[config.mk]
export PLATFORM = sky130hd
export DESIGN_NAME = t05_htree_ctrl
export DESIGN_NICKNAME = d
export VERILOG_FILES = /design/src/rtl/t05_htree_pkg.sv /design/src/rtl/t05_sram_port_mux.sv /design/src/rtl/t05_htree_ctrl.sv
export SDC_FILE = /design/constraint.sdc
export NUM_CORES = 1
export LEC_CHECK = 0
export CELL_PAD_IN_SITES_DETAIL_PLACEMENT = 0
export CELL_PAD_IN_SITES_GLOBAL_PLACEMENT = 2
export CORE_AREA = 2 2 182 184
export DETAILED_ROUTE_END_ITERATION = 6
export DIE_AREA = 0 0 184 186
export DONT_BUFFER_PORTS = 1
export PLACE_DENSITY_LB_ADDON = 0.08
export SLEW_MARGIN = 40
export SYNTH_ARGS = -nofsm -noshare
export SYNTH_HDL_FRONTEND = slang
export SYNTH_SLANG_ARGS = --single-unit
export TNS_END_PERCENT = 20
[constraint.sdc]
create_clock -name clk -period 2.4 [get_ports clk]
set_input_delay 0.12 -clock clk [delete_from_list [all_inputs] [get_ports clk]]
set_output_delay 0.12 -clock clk [all_outputs]
set_load 0.01 [all_outputs]
[src/rtl/t05_htree_pkg.sv]
// Shared definitions for the Huffman tree-builder controller slice.
// Holds the controller state encoding, node-word geometry, the null
// marker used by the sorter and the sum-node liveness test.
`timescale 1ns/1ps
package t05_htree_pkg;

  localparam int NODE_W = 71;
  localparam int IDX_W  = 7;

  // Sorter marker for an exhausted / already-merged slot.
  localparam logic [8:0] NULL_NODE   = 9'h180;
  // Builder enable pattern while a node step is in progress.
  localparam logic [3:0] HT_EN_BUILD = 4'b0011;

  typedef enum logic [3:0] {
    IDLE,
    FIND,
    BUILD,
    WR_TREE,
    WR_NULL1,
    WR_NULL2,
    NEXT,
    DONE,
    ERR
  } state_e;

  // A least-pair entry refers to an earlier sum node (bit 8 set) that must
  // be nulled in SRAM, unless it is the sorter's null marker.
  function automatic logic is_live_sum(input logic [8:0] node);
    return node[8] && (node != NULL_NODE);
  endfunction

endpackage

[src/rtl/t05_sram_port_mux.sv]
// Steers either the builder's null-node read or the controller's node
// write onto the single SRAM port. Purely combinational; the controller
// registers the result when it issues the access.
//   rd_sel_i  : 1 = builder read, 0 = controller write
//   rd_addr_i : builder read index
//   wr_addr_i : controller write address
//   wr_data_i : controller write word
//   we_o/addr_o/wdata_o : selected port command
`timescale 1ns/1ps
module t05_sram_port_mux #(
  parameter int NODE_W = 71,
  parameter int IDX_W  = 7
) (
  input  logic              rd_sel_i,
  input  logic [IDX_W-1:0]  rd_addr_i,
  input  logic [IDX_W-1:0]  wr_addr_i,
  input  logic [NODE_W-1:0] wr_data_i,
  output logic              we_o,
  output logic [IDX_W-1:0]  addr_o,
  output logic [NODE_W-1:0] wdata_o
);

  always_comb begin
    we_o    = !rd_sel_i;
    addr_o  = rd_sel_i ? rd_addr_i : wr_addr_i;
    wdata_o = rd_sel_i ? '0 : wr_data_i;
  end

endmodule

[src/rtl/t05_htree_ctrl.sv]
// Sequencer and SRAM-port owner for the Huffman tree builder.
// Per iteration: request the least pair from the sorter, enable the builder
// for one node step while serving its null-node reads, then commit the new
// tree node and any nulled sum nodes. Ends on builder completion, a
// node-count overflow or a handshake timeout.
// Ports:
//   start                      : pulse, begin build (honoured in IDLE/DONE/ERR)
//   find_req/find_done/least*  : sorter handshake
//   ht_en/ht_fin/ht_all_done   : builder control and status
//   ht_worr/ht_rd_idx          : builder read request
//   ht_sram_done/ht_nulls      : builder read response
//   tree_node/null1/null2_node : builder results to commit
//   sram_*                     : single SRAM port
//   node_count/done/error      : status
`timescale 1ns/1ps
module t05_htree_ctrl #(
  parameter int NODE_W    = 71,
  parameter int IDX_W     = 7,
  parameter int MAX_NODES = 127,
  parameter int TIMEOUT   = 255
) (
  input  logic              clk,
  input  logic              rst_n,
  input  logic              start,
  output logic              find_req,
  input  logic              find_done,
  input  logic [8:0]        least1,
  input  logic [8:0]        least2,
  output logic [3:0]        ht_en,
  input  logic              ht_fin,
  input  logic              ht_all_done,
  input  logic              ht_worr,
  input  logic [IDX_W-1:0]  ht_rd_idx,
  output logic              ht_sram_done,
  output logic [63:0]       ht_nulls,
  input  logic [NODE_W-1:0] tree_node,
  input  logic [NODE_W-1:0] null1_node,
  input  logic [NODE_W-1:0] null2_node,
  output logic              sram_req,
  output logic              sram_we,
  output logic [IDX_W-1:0]  sram_addr,
  output logic [NODE_W-1:0] sram_wdata,
  input  logic [63:0]       sram_rdata,
  input  logic              sram_ack,
  output logic [IDX_W-1:0]  node_count,
  output logic              done,
  output logic              error
);

  import t05_htree_pkg::*;

  localparam int WAIT_W = 8;

  state_e              state_q, state_d;
  logic [WAIT_W-1:0]   wait_q, wait_d;
  logic [8:0]          l1_q, l2_q;
  logic                rd_block_q;
  logic                find_req_q, done_q, error_q, ht_sram_done_q;
  logic [3:0]          ht_en_q;
  logic [63:0]         ht_nulls_q;
  logic                sram_req_q, sram_we_q;
  logic [IDX_W-1:0]    sram_addr_q, node_count_q;
  logic [NODE_W-1:0]   sram_wdata_q;

  logic                wr_issue, rd_issue, ack_evt, start_go, waiting, en_d, cap;
  logic [IDX_W-1:0]    wr_addr, mux_addr;
  logic [NODE_W-1:0]   wr_data, mux_wdata;
  logic                mux_we;

  t05_sram_port_mux #(
    .NODE_W (NODE_W),
    .IDX_W  (IDX_W)
  ) u_mux (
    .rd_sel_i  (state_q == BUILD),
    .rd_addr_i (ht_rd_idx),
    .wr_addr_i (wr_addr),
    .wr_data_i (wr_data),
    .we_o      (mux_we),
    .addr_o    (mux_addr),
    .wdata_o   (mux_wdata)
  );

  // Write source for the current commit state.
  always_comb begin
    wr_addr = tree_node[NODE_W-1 -: IDX_W];
    wr_data = tree_node;
    case (state_q)
      WR_NULL1: begin
        wr_addr = l1_q[IDX_W-1:0];
        wr_data = null1_node;
      end
      WR_NULL2: begin
        wr_addr = l2_q[IDX_W-1:0];
        wr_data = null2_node;
      end
      default: ;
    endcase
  end

  always_comb begin
    state_d  = state_q;
    wr_issue = 1'b0;
    rd_issue = 1'b0;
    cap      = 1'b0;
    ack_evt  = sram_req_q && sram_ack;
    start_go = 1'b0;
    waiting  = 1'b0;

    case (state_q)
      IDLE, DONE, ERR: begin
        if (start) begin
          state_d  = FIND;
          start_go = 1'b1;
        end
      end
      FIND: begin
        waiting = 1'b1;
        if (find_done) begin
          state_d = BUILD;
          cap     = 1'b1;
        end
      end
      BUILD: begin
        waiting = 1'b1;
        // A builder read in flight must complete before the step can end.
        if (!sram_req_q) begin
          if (ht_all_done)                 state_d  = DONE;
          else if (ht_fin)                 state_d  = WR_TREE;
          else if (ht_worr && !rd_block_q) rd_issue = 1'b1;
        end
      end
      WR_TREE: begin
        waiting = 1'b1;
        if (!sram_req_q) begin
          if (node_count_q == IDX_W'(MAX_NODES)) state_d  = ERR;
          else                                   wr_issue = 1'b1;
        end else if (sram_ack) begin
          if (is_live_sum(l1_q))      state_d = WR_NULL1;
          else if (is_live_sum(l2_q)) state_d = WR_NULL2;
          else                        state_d = NEXT;
        end
      end
      WR_NULL1: begin
        waiting = 1'b1;
        if (!sram_req_q)   wr_issue = 1'b1;
        else if (sram_ack) state_d  = is_live_sum(l2_q) ? WR_NULL2 : NEXT;
      end
      WR_NULL2: begin
        waiting = 1'b1;
        if (!sram_req_q)   wr_issue = 1'b1;
        else if (sram_ack) state_d  = NEXT;
      end
      NEXT:    state_d = FIND;
      default: state_d = IDLE;
    endcase

    if (waiting && !ack_evt && (state_d == state_q) &&
        (wait_q == WAIT_W'(TIMEOUT))) begin
      state_d  = ERR;
      wr_issue = 1'b0;
      rd_issue = 1'b0;
    end

    if ((state_d != state_q) || ack_evt) wait_d = '0;
    else if (waiting && (wait_q != '1))  wait_d = wait_q + 1'b1;
    else                                 wait_d = wait_q;

    // Builder stays enabled from the pair request through the commits so
    // that NEXT is the only low cycle between node steps.
    en_d = (state_d == FIND) || (state_d == BUILD) || (state_d == WR_TREE) ||
           (state_d == WR_NULL1) || (state_d == WR_NULL2);
  end

  always_ff @(posedge clk or negedge rst_n) begin
    if (!rst_n) begin
      state_q        <= IDLE;
      wait_q         <= '0;
      l1_q           <= '0;
      l2_q           <= '0;
      rd_block_q     <= 1'b0;
      find_req_q     <= 1'b0;
      ht_en_q        <= '0;
      done_q         <= 1'b0;
      error_q        <= 1'b0;
      ht_sram_done_q <= 1'b0;
      ht_nulls_q     <= '0;
      sram_req_q     <= 1'b0;
      sram_we_q      <= 1'b0;
      sram_addr_q    <= '0;
      sram_wdata_q   <= '0;
      node_count_q   <= '0;
    end else begin
      state_q        <= state_d;
      wait_q         <= wait_d;
      find_req_q     <= (state_d == FIND);
      ht_en_q        <= en_d ? HT_EN_BUILD : '0;
      done_q         <= (state_d == DONE);
      error_q        <= (state_d == ERR);
      ht_sram_done_q <= ack_evt && !sram_we_q;
      if (ack_evt && !sram_we_q) ht_nulls_q <= sram_rdata;

      if ((state_d == ERR) || ack_evt) begin
        sram_req_q   <= 1'b0;
        sram_we_q    <= 1'b0;
        sram_addr_q  <= '0;
        sram_wdata_q <= '0;
      end else if (wr_issue || rd_issue) begin
        sram_req_q   <= 1'b1;
        sram_we_q    <= mux_we;
        sram_addr_q  <= mux_addr;
        sram_wdata_q <= mux_wdata;
      end

      // One read per ht_worr assertion: rearm only after it drops.
      rd_block_q <= rd_issue || (rd_block_q && ht_worr);

      if (cap) begin
        l1_q <= least1;
        l2_q <= least2;
      end

      if (start_go)                              node_count_q <= '0;
      else if (ack_evt && (state_q == WR_TREE))  node_count_q <= node_count_q + 1'b1;
    end
  end

  assign find_req     = find_req_q;
  assign ht_en        = ht_en_q;
  assign ht_sram_done = ht_sram_done_q;
  assign ht_nulls     = ht_nulls_q;
  assign sram_req     = sram_req_q;
  assign sram_we      = sram_we_q;
  assign sram_addr    = sram_addr_q;
  assign sram_wdata   = sram_wdata_q;
  assign node_count   = node_count_q;
  assign done         = done_q;
  assign error        = error_q;

endmodule
==> impl_metrics.py, run 1 <==
metrics = {
    "timing": {
        "hold_viol_final": 187,
        "finClkSkew_ps": 12.2,
        "max-slew-margin-rel": 0.558,
        "finalSetupViolCount": 86,
        "timing.hold.ws_ps": -634,
        "fmax_ghz": 0.393,
        "fin_crit_sh": 1.06,
        "post-route-min-period_ps": 2550,
        "setup_ws_ps": -147,
        "rsz0062_at_grt": "yes",
        "worst_pin_slew_ps": 662,
        "drv_slew": 0,
    },
    "route": {
        "drtIter0Drc": 339,
        "postRouteAntennaNets": 0,
        "vias": 8344,
        "wirelength_mm": 35.6,
        "wire_per_inst_um": 23.3,
        "via_per_inst": 5.45,
        "firstDrtPassIters": 4,
        "drc_errors": 0,
    },
    "clocking": {
        "htree_num_levels": 4,
        "cts_made_buffers": 17,
        "clockBufferDepth": 2,
        "ctsHoldBuffers": 155,
        "clk_latency_ps": 450,
        "clk_pin_slew_ps": 80,
        "cts_tree": "done",
        "clkSinkCount": 187,
        "root_buffer": "clkbuf_16",
    },
    "layout": {
        "final_util": 0.433,
        "final_nets": 1417,
        "finalNonFillerCells": 1530,
        "drive_gt1_frac": 0.231,
        "num-fill-cells": 3006,
        "synthToLayoutAreaGrowth_pct": 36.8,
    },
    "yosys": {
        "synth_edf_count": 0,
        "yosysMostFrequentCell": "dfrtp_1",
        "ys_seq_area_frac": 0.459,
        "yosysTopAreaCellShare": 0.459,
        "yosys.area.top_type": "dfrtp_1",
        "synthCells": 920,
        "async_flop_share": 1.00,
        "avgSynthCellArea_um2": 11.1,
        "synth.distinct_cells": 51,
        "synth_area_leaders": "dfrtp_1 (46%), mux2i_1 (16%), mux2_2 (9.2%)",
        "ys_seq_elements": 187,
        "synthFlopType": "dfrtp_1",
        "yosys-top-cells-count": "dfrtp_1 (187), mux2i_1 (159), nand2_1 (90), mux2_2 (83), o2111ai_1 (78)",
        "netlist_area_um2": 10200,
        "synth_warnings": 0,
    },
    "grt": {
        "grt_overflow": 0,
        "antenna_found_initial": 4,
        "grt.busiest_layer": "met2",
        "grt_util_met1": 0.230,
        "grt_util_all_layers": 0.199,
        "grt_pass1_wl_mm": 51.5,
        "grt_pass1_vias": 8576,
        "met2_usage": 0.351,
        "grt_max_degree": 188,
        "grtUsageMet3": 0.0544,
    },
    "floorplan": {
        "core-area_um2": 32200,
        "design.die.area_um2": 34200,
        "die_x_um": 184,
        "die_h_um": 186,
        "num_rows": 66,
        "pin_count": 469,
        "initial_core_util": 0.316,
    },
    "worst_setup_path": {
        "endpoint_kind": "register",
        "r2r_start": "state_q[3]$_DFF_PN0_",
        "critical_path_class": "reg -> reg",
        "start_kind": "register",
        "rr_worst_depth": 9,
        "r2r_setup_slack_ps": -150,
        "crit_arrival_ps": 2910,
        "r2r_end": "sram_wdata[60]$_DFFE_PN0P_",
        "crit_required_ps": 2760,
        "crit_fanout": 14,
    },
    "power": {
        "powerDensity_nw_per_um2": 1170,
        "p_total_uw": 16300,
        "p_leak_uw": 0.00610,
        "ir_worst_vdd_uv": 589,
    },
    "placed_design": {
        "dpl_worst_slack_ps": -457,
        "io_buffer_count": 0,
        "hpwl_mm": 24.8,
        "dp_cells": 1323,
        "gp_congestion": 0.754,
    },
    "worst_hold_path": {
        "min_path_type": "in -> async",
    },
    "outcome": {
        "status": "finished, violations left",
        "violations": "negative hold slack, negative setup slack",
    },
    "flow_run": {
        "maxCapViolCount": 0,
    },
}
registers in the layout, indices dropped and copies added (netlist names), 4 cells and up:
signal      flops
l2_q            9
wait_q          8
ht_nulls       64
node_count      7
sram_wdata     71
sram_addr       7
l1_q            9
state_q         4
per-stage QoR:
step                      area, µm²  TNS [ps]
final                         13900    -10010
after floorplan               10200         0
after global routing          13900    -18420
after detailed placement      11200    -35180
after CTS                     13600     -7060
after global placement        11200    -28040
power by group:
part,switching [µW],internal (µW),total (µW)
Sequential,1520,4390,5910
Clock,1540,1450,2990
Combinational,3630,3740,7370
Total,6690,9590,16300
cell families (layout without fill, tap and decap cells):
logic type,Yosys count,count (layout),synth area share
fa+ha+maj,2,2,0.00246
xor+xnor,14,14,0.0120
buf+inv,104,301,0.0477
other cells,1,6,0.000368
flops,187,187,0.459
compound gates,202,202,0.153
simple gates,168,168,0.0775
mux,242,242,0.248
layer usage:
metal / up-vias / routed length (µm)
li1: 3880 / -
met1: 4106 / 13800
met2: 310 / 18400
met3: 48 / 2450
met4: 0 / 944
met5: - / 0
how the worst max path moves through the flow:
stage | from | end | slack [ps] | depth (start not counted)
finish | state_q[3]$_DFF_PN0_ | sram_wdata[60]$_DFFE_PN0P_ | -150 | 9
global route | state_q[3]$_DFF_PN0_ | sram_wdata[57]$_DFFE_PN0P_ | -250 | 9
CTS | state_q[0]$_DFF_PN0_ | sram_wdata[61]$_DFFE_PN0P_ | -120 | 10
detailed placement | state_q[0]$_DFF_PN0_ | sram_wdata[21]$_DFFE_PN0P_ | -460 | 9
global placement | state_q[0]$_DFF_PN0_ | sram_wdata[1]$_DFFE_PN0P_ | -390 | 9
floorplan | state_q[2]$_DFF_PN0_ | sram_wdata[47]$_DFFE_PN0P_ | 1 | 10
cell type report:
| cell class | count | area [µm²] | area share |
|---|---|---|---|
| multi-input combinational | 630 | 5270 | 0.378 |
| sequential | 187 | 4680 | 0.336 |
| timing repair buffer | 264 | 2810 | 0.202 |
| tap | 408 | 510 | 0.0366 |
| clock buffer | 17 | 425 | 0.0305 |
| clock inverter | 15 | 206 | 0.0148 |
| inverter | 5 | 18.8 | 0.00135 |
| antenna | 4 | 10.0 | 0.000718 |
critical path, stage by stage (launching register included):
cell      delay [ps]
dfrtp_1          400
buf_6            160
and4bb_2         350
o31ai_2          100
a211oi_2         350
and4b_4          290
o21ai_4          260
buf_12           180
buf_12           160
mux2i_1          200
cells in the final DEF (no fill, tap or decap), types with 3 or more instances in the layout:
cell	count
nor3_2	3
xor2_1	9
o211ai_1	67
a211oi_1	10
inv_1	5
o2111ai_1	76
dfrtp_1	186
buf_4	71
mux2i_1	158
clkinv_8	5
dlygate4sd3_1	155
nor4_1	7
buf_6	10
buf_8	3
mux2_2	83
a21oi_1	16
o21ai_0	9
nand4_1	7
nor2_1	23
nand2_1	89
diode_2	4
nor4_2	4
inv_8	3
buf_16	5
nor2b_1	6
clkbuf_16	23
inv_12	4
xnor2_1	4
buf_12	14
nand3_1	5
repair_timing:
action	in CTS	in global routing
resized for setup	31	31
endpoints found under the setup margin	96	95
endpoints found under the hold margin	340	187
setup buffers	2	7
pin swaps	4	5
cloned	2	6
Note: power is estimated with default switching activity, not from simulation.
==> run 2, diff against run 1 <==
Settings changed: ABC_AREA set to 1, CORE_AREA 2 2 182 184 to 2 2 184 186, DIE_AREA 0 0 184 186 to 0 0 186 188.
==> impl_metrics.py, run 2 <==
metrics = {
    "worst_setup_path": {
        "crit_fanout": 40,
        "start_kind": "register",
        "endpoint_kind": "register",
        "cp_common_cell": "nand2_1",
        "slowest_delay_ps": 570,
        "crit_slowest_cell": "dlygate4sd3_1",
        "crit_arrival_ps": 2640,
        "crit_required_ps": 2770,
        "critical_path_class": "reg -> reg",
        "crit_path_cell_trace": "nor2_2 -> nand2_1 -> buf_4 -> inv_2 -> buf_12 -> nand2_1 -> nand3_1 -> dlygate4sd3_1 -> nand2_1 -> nand2_1",
    },
    "yosys": {
        "netlist_area_um2": 9240,
        "yosys-top-cells-count": "nand2_1 (618), dfrtp_1 (187), nand3_1 (164), inv_1 (43), nor2_1 (43)",
        "ys_seq_area_frac": 0.507,
        "synthFlopType": "dfrtp_1",
        "synth.distinct_cells": 40,
        "yosys.area.top_type": "dfrtp_1",
        "synth_area_leaders": "dfrtp_1 (51%), nand2_1 (25%), nand3_1 (8.9%)",
        "async_flop_share": 1.00,
        "avgSynthCellArea_um2": 7.48,
        "yosysTopAreaCellShare": 0.507,
        "synth_warnings": 0,
        "yosysMostFrequentCell": "nand2_1",
        "synthCells": 1235,
        "ys_seq_elements": 187,
        "synth_edf_count": 0,
    },
    "floorplan": {
        "die_x_um": 186,
        "design.die.area_um2": 35000,
        "initial_core_util": 0.279,
        "die_h_um": 188,
        "core-area_um2": 33100,
        "num_rows": 67,
        "pin_count": 469,
    },
    "clocking": {
        "clk_pin_slew_ps": 70,
        "cts_made_buffers": 17,
        "htree_num_levels": 4,
        "clkSinkCount": 187,
        "clockBufferDepth": 2,
        "root_buffer": "clkbuf_16",
        "ctsHoldBuffers": 268,
        "clk_latency_ps": 440,
        "cts_tree": "done",
    },
    "timing": {
        "max-slew-margin-rel": 0.510,
        "timing.hold.ws_ps": -625,
        "finalSetupViolCount": 0,
        "fin_crit_sh": 0.943,
        "hold_viol_final": 187,
        "fmax_ghz": 0.442,
        "drv_slew": 0,
        "finClkSkew_ps": 12.7,
        "setup_ws_ps": 136,
        "worst_pin_slew_ps": 735,
        "tns_ps": 0,
        "post-route-min-period_ps": 2260,
    },
    "route": {
        "wire_per_inst_um": 18.7,
        "via_per_inst": 4.65,
        "postRouteAntennaNets": 0,
        "vias": 9215,
        "drtIter0Drc": 359,
        "drc_errors": 0,
        "firstDrtPassIters": 5,
        "wirelength_mm": 37.0,
    },
    "placed_design": {
        "io_buffer_count": 0,
        "hpwl_mm": 25.9,
        "dpl_worst_slack_ps": -55.5,
        "gp_congestion": 0.785,
    },
    "grt": {
        "antenna_found_initial": 1,
        "grt_pass1_wl_mm": 54.5,
        "grt_pass1_vias": 9441,
        "grt_max_degree": 188,
        "grt_overflow": 0,
        "grt_util_all_layers": 0.205,
    },
    "power": {
        "p_leak_uw": 0.00673,
        "ir_worst_vdd_uv": 532,
        "powerDensity_nw_per_um2": 1060,
        "pwr-share-comb": 0.378,
        "switching_share": 0.420,
        "internal-power_uw": 8300,
        "seqPwrFrac": 0.404,
        "p_switching_uw": 6000,
        "clkPwrFrac": 0.218,
        "p_total_uw": 14300,
    },
    "outcome": {
        "violations": "negative hold slack",
        "status": "finished, violations left",
    },
    "layout": {
        "multiInputGateArea_um2": 4100,
        "final_nets": 1831,
        "synthToLayoutAreaGrowth_pct": 46.5,
        "area.sequential_um2": 4680,
        "largest_reg_flops": 71,
        "drive_gt1_frac": 0.0920,
        "final_util": 0.409,
        "layout_commonest_cell": "nand2_1",
        "mostFrequentLayoutCells": "nand2_1 (609), dlygate4sd3_1 (268), dfrtp_1 (184)",
        "num-fill-cells": 3439,
    },
    "worst_hold_path": {
        "min_path_type": "in -> async",
    },
    "flow_run": {
        "maxCapViolCount": 0,
    },
}
run 2: cell count changes after synthesis, moves of 30 or more:
cell       change
clkbuf_1      -30
o2111ai_1     -75
nand2_1      +528
inv_1         +38
nand3_1      +159
mux2i_1      -158
o211ai_1      -67
mux2_2        -79
run 2: layer usage:
layer / part of all wire / wire [µm] / global-route usage / vias up
li1: - / - / - / 4474
met1: 0.40 / 14900 / 0.241 / 4338
met2: 0.49 / 18200 / 0.350 / 350
met3: 0.081 / 2980 / 0.0641 / 53
met4: 0.028 / 1020 / 0.0733 / 0
met5: 0 / 0 / 0 / -
run 2: final timing paths:
| check | start | to | slack (ps) | cells after the start |
|---|---|---|---|---|
| max | state_q[1]$_DFF_PN0_ | sram_wdata[62]$_DFFE_PN0P_ | 140 | 10 |
| min in group clk | null2_node[61] | sram_wdata[61]$_DFFE_PN0P_ | 30 | 4 |
| max reg2reg | state_q[1]$_DFF_PN0_ | sram_wdata[62]$_DFFE_PN0P_ | 140 | 10 |
| min reg2reg | l1_q[7]$_DFFE_PN0P_ | l1_q[7]$_DFFE_PN0P_ | 520 | 1 |
| min | rst_n | ht_nulls[27]$_DFFE_PN0P_ | -620 | 0 |
| max in group asynchronous | rst_n | state_q[0]$_DFF_PN0_ | 2690 | 0 |
run 2: worst max-delay path: cells and delay by family (launching register included):
kind,cells,cell delay (ps)
DFF,1,490
and+or+nand+nor,6,630
buffers and inverters,4,1030
run 2: cells by family after synthesis:
kind of cell / count (synthesis) / share of synthesized area
AOI/OAI and AO/OA: 58 / 0.0355
xor gates and xnor gates: 7 / 0.00664
adders and majority gates: 2 / 0.00271
buffers and inverters: 119 / 0.0614
DFF: 187 / 0.507
muxes: 5 / 0.00596
other: 1 / 0.000406
and+or+nand+nor: 856 / 0.381
run 2: power groups by stage:
stage	registers [µW]	logic, µW	clock network, µW
2_1_floorplan	5380	3280	0
3_3_place_gp	5860	4630	0
3_5_place_dp	5830	4650	0
4_1_cts	5780	5210	3260
5_1_grt	5920	6170	3380
6_report	5770	5400	3120
run 2: repair_timing:
action,in CTS,in global routing
buffers inserted,1,8
hold endpoints to repair,346,187
gates cloned,0,3
pin swaps,1,4
endpoints found under the setup margin,70,90
gates resized for setup,4,31
run 2: cell type report:
class	count	share of cell area
Tap cell	448	0.0414
Sequential cell	187	0.346
Inverter	51	0.0147
Clock buffer	17	0.0314
Timing Repair Buffer	332	0.248
Clock inverter	15	0.0155
Multi-Input combinational cell	930	0.303
Antenna cell	1	0.000185
run 2: per-stage QoR:
step / cells / area (µm²)
2_1_floorplan: 1236 / 9240
3_3_place_gp: 1668 / 9940
3_5_place_dp: 1668 / 9940
4_1_cts: 1969 / 13300
6_report: 1981 / 13500
5_1_grt: 1981 / 13500
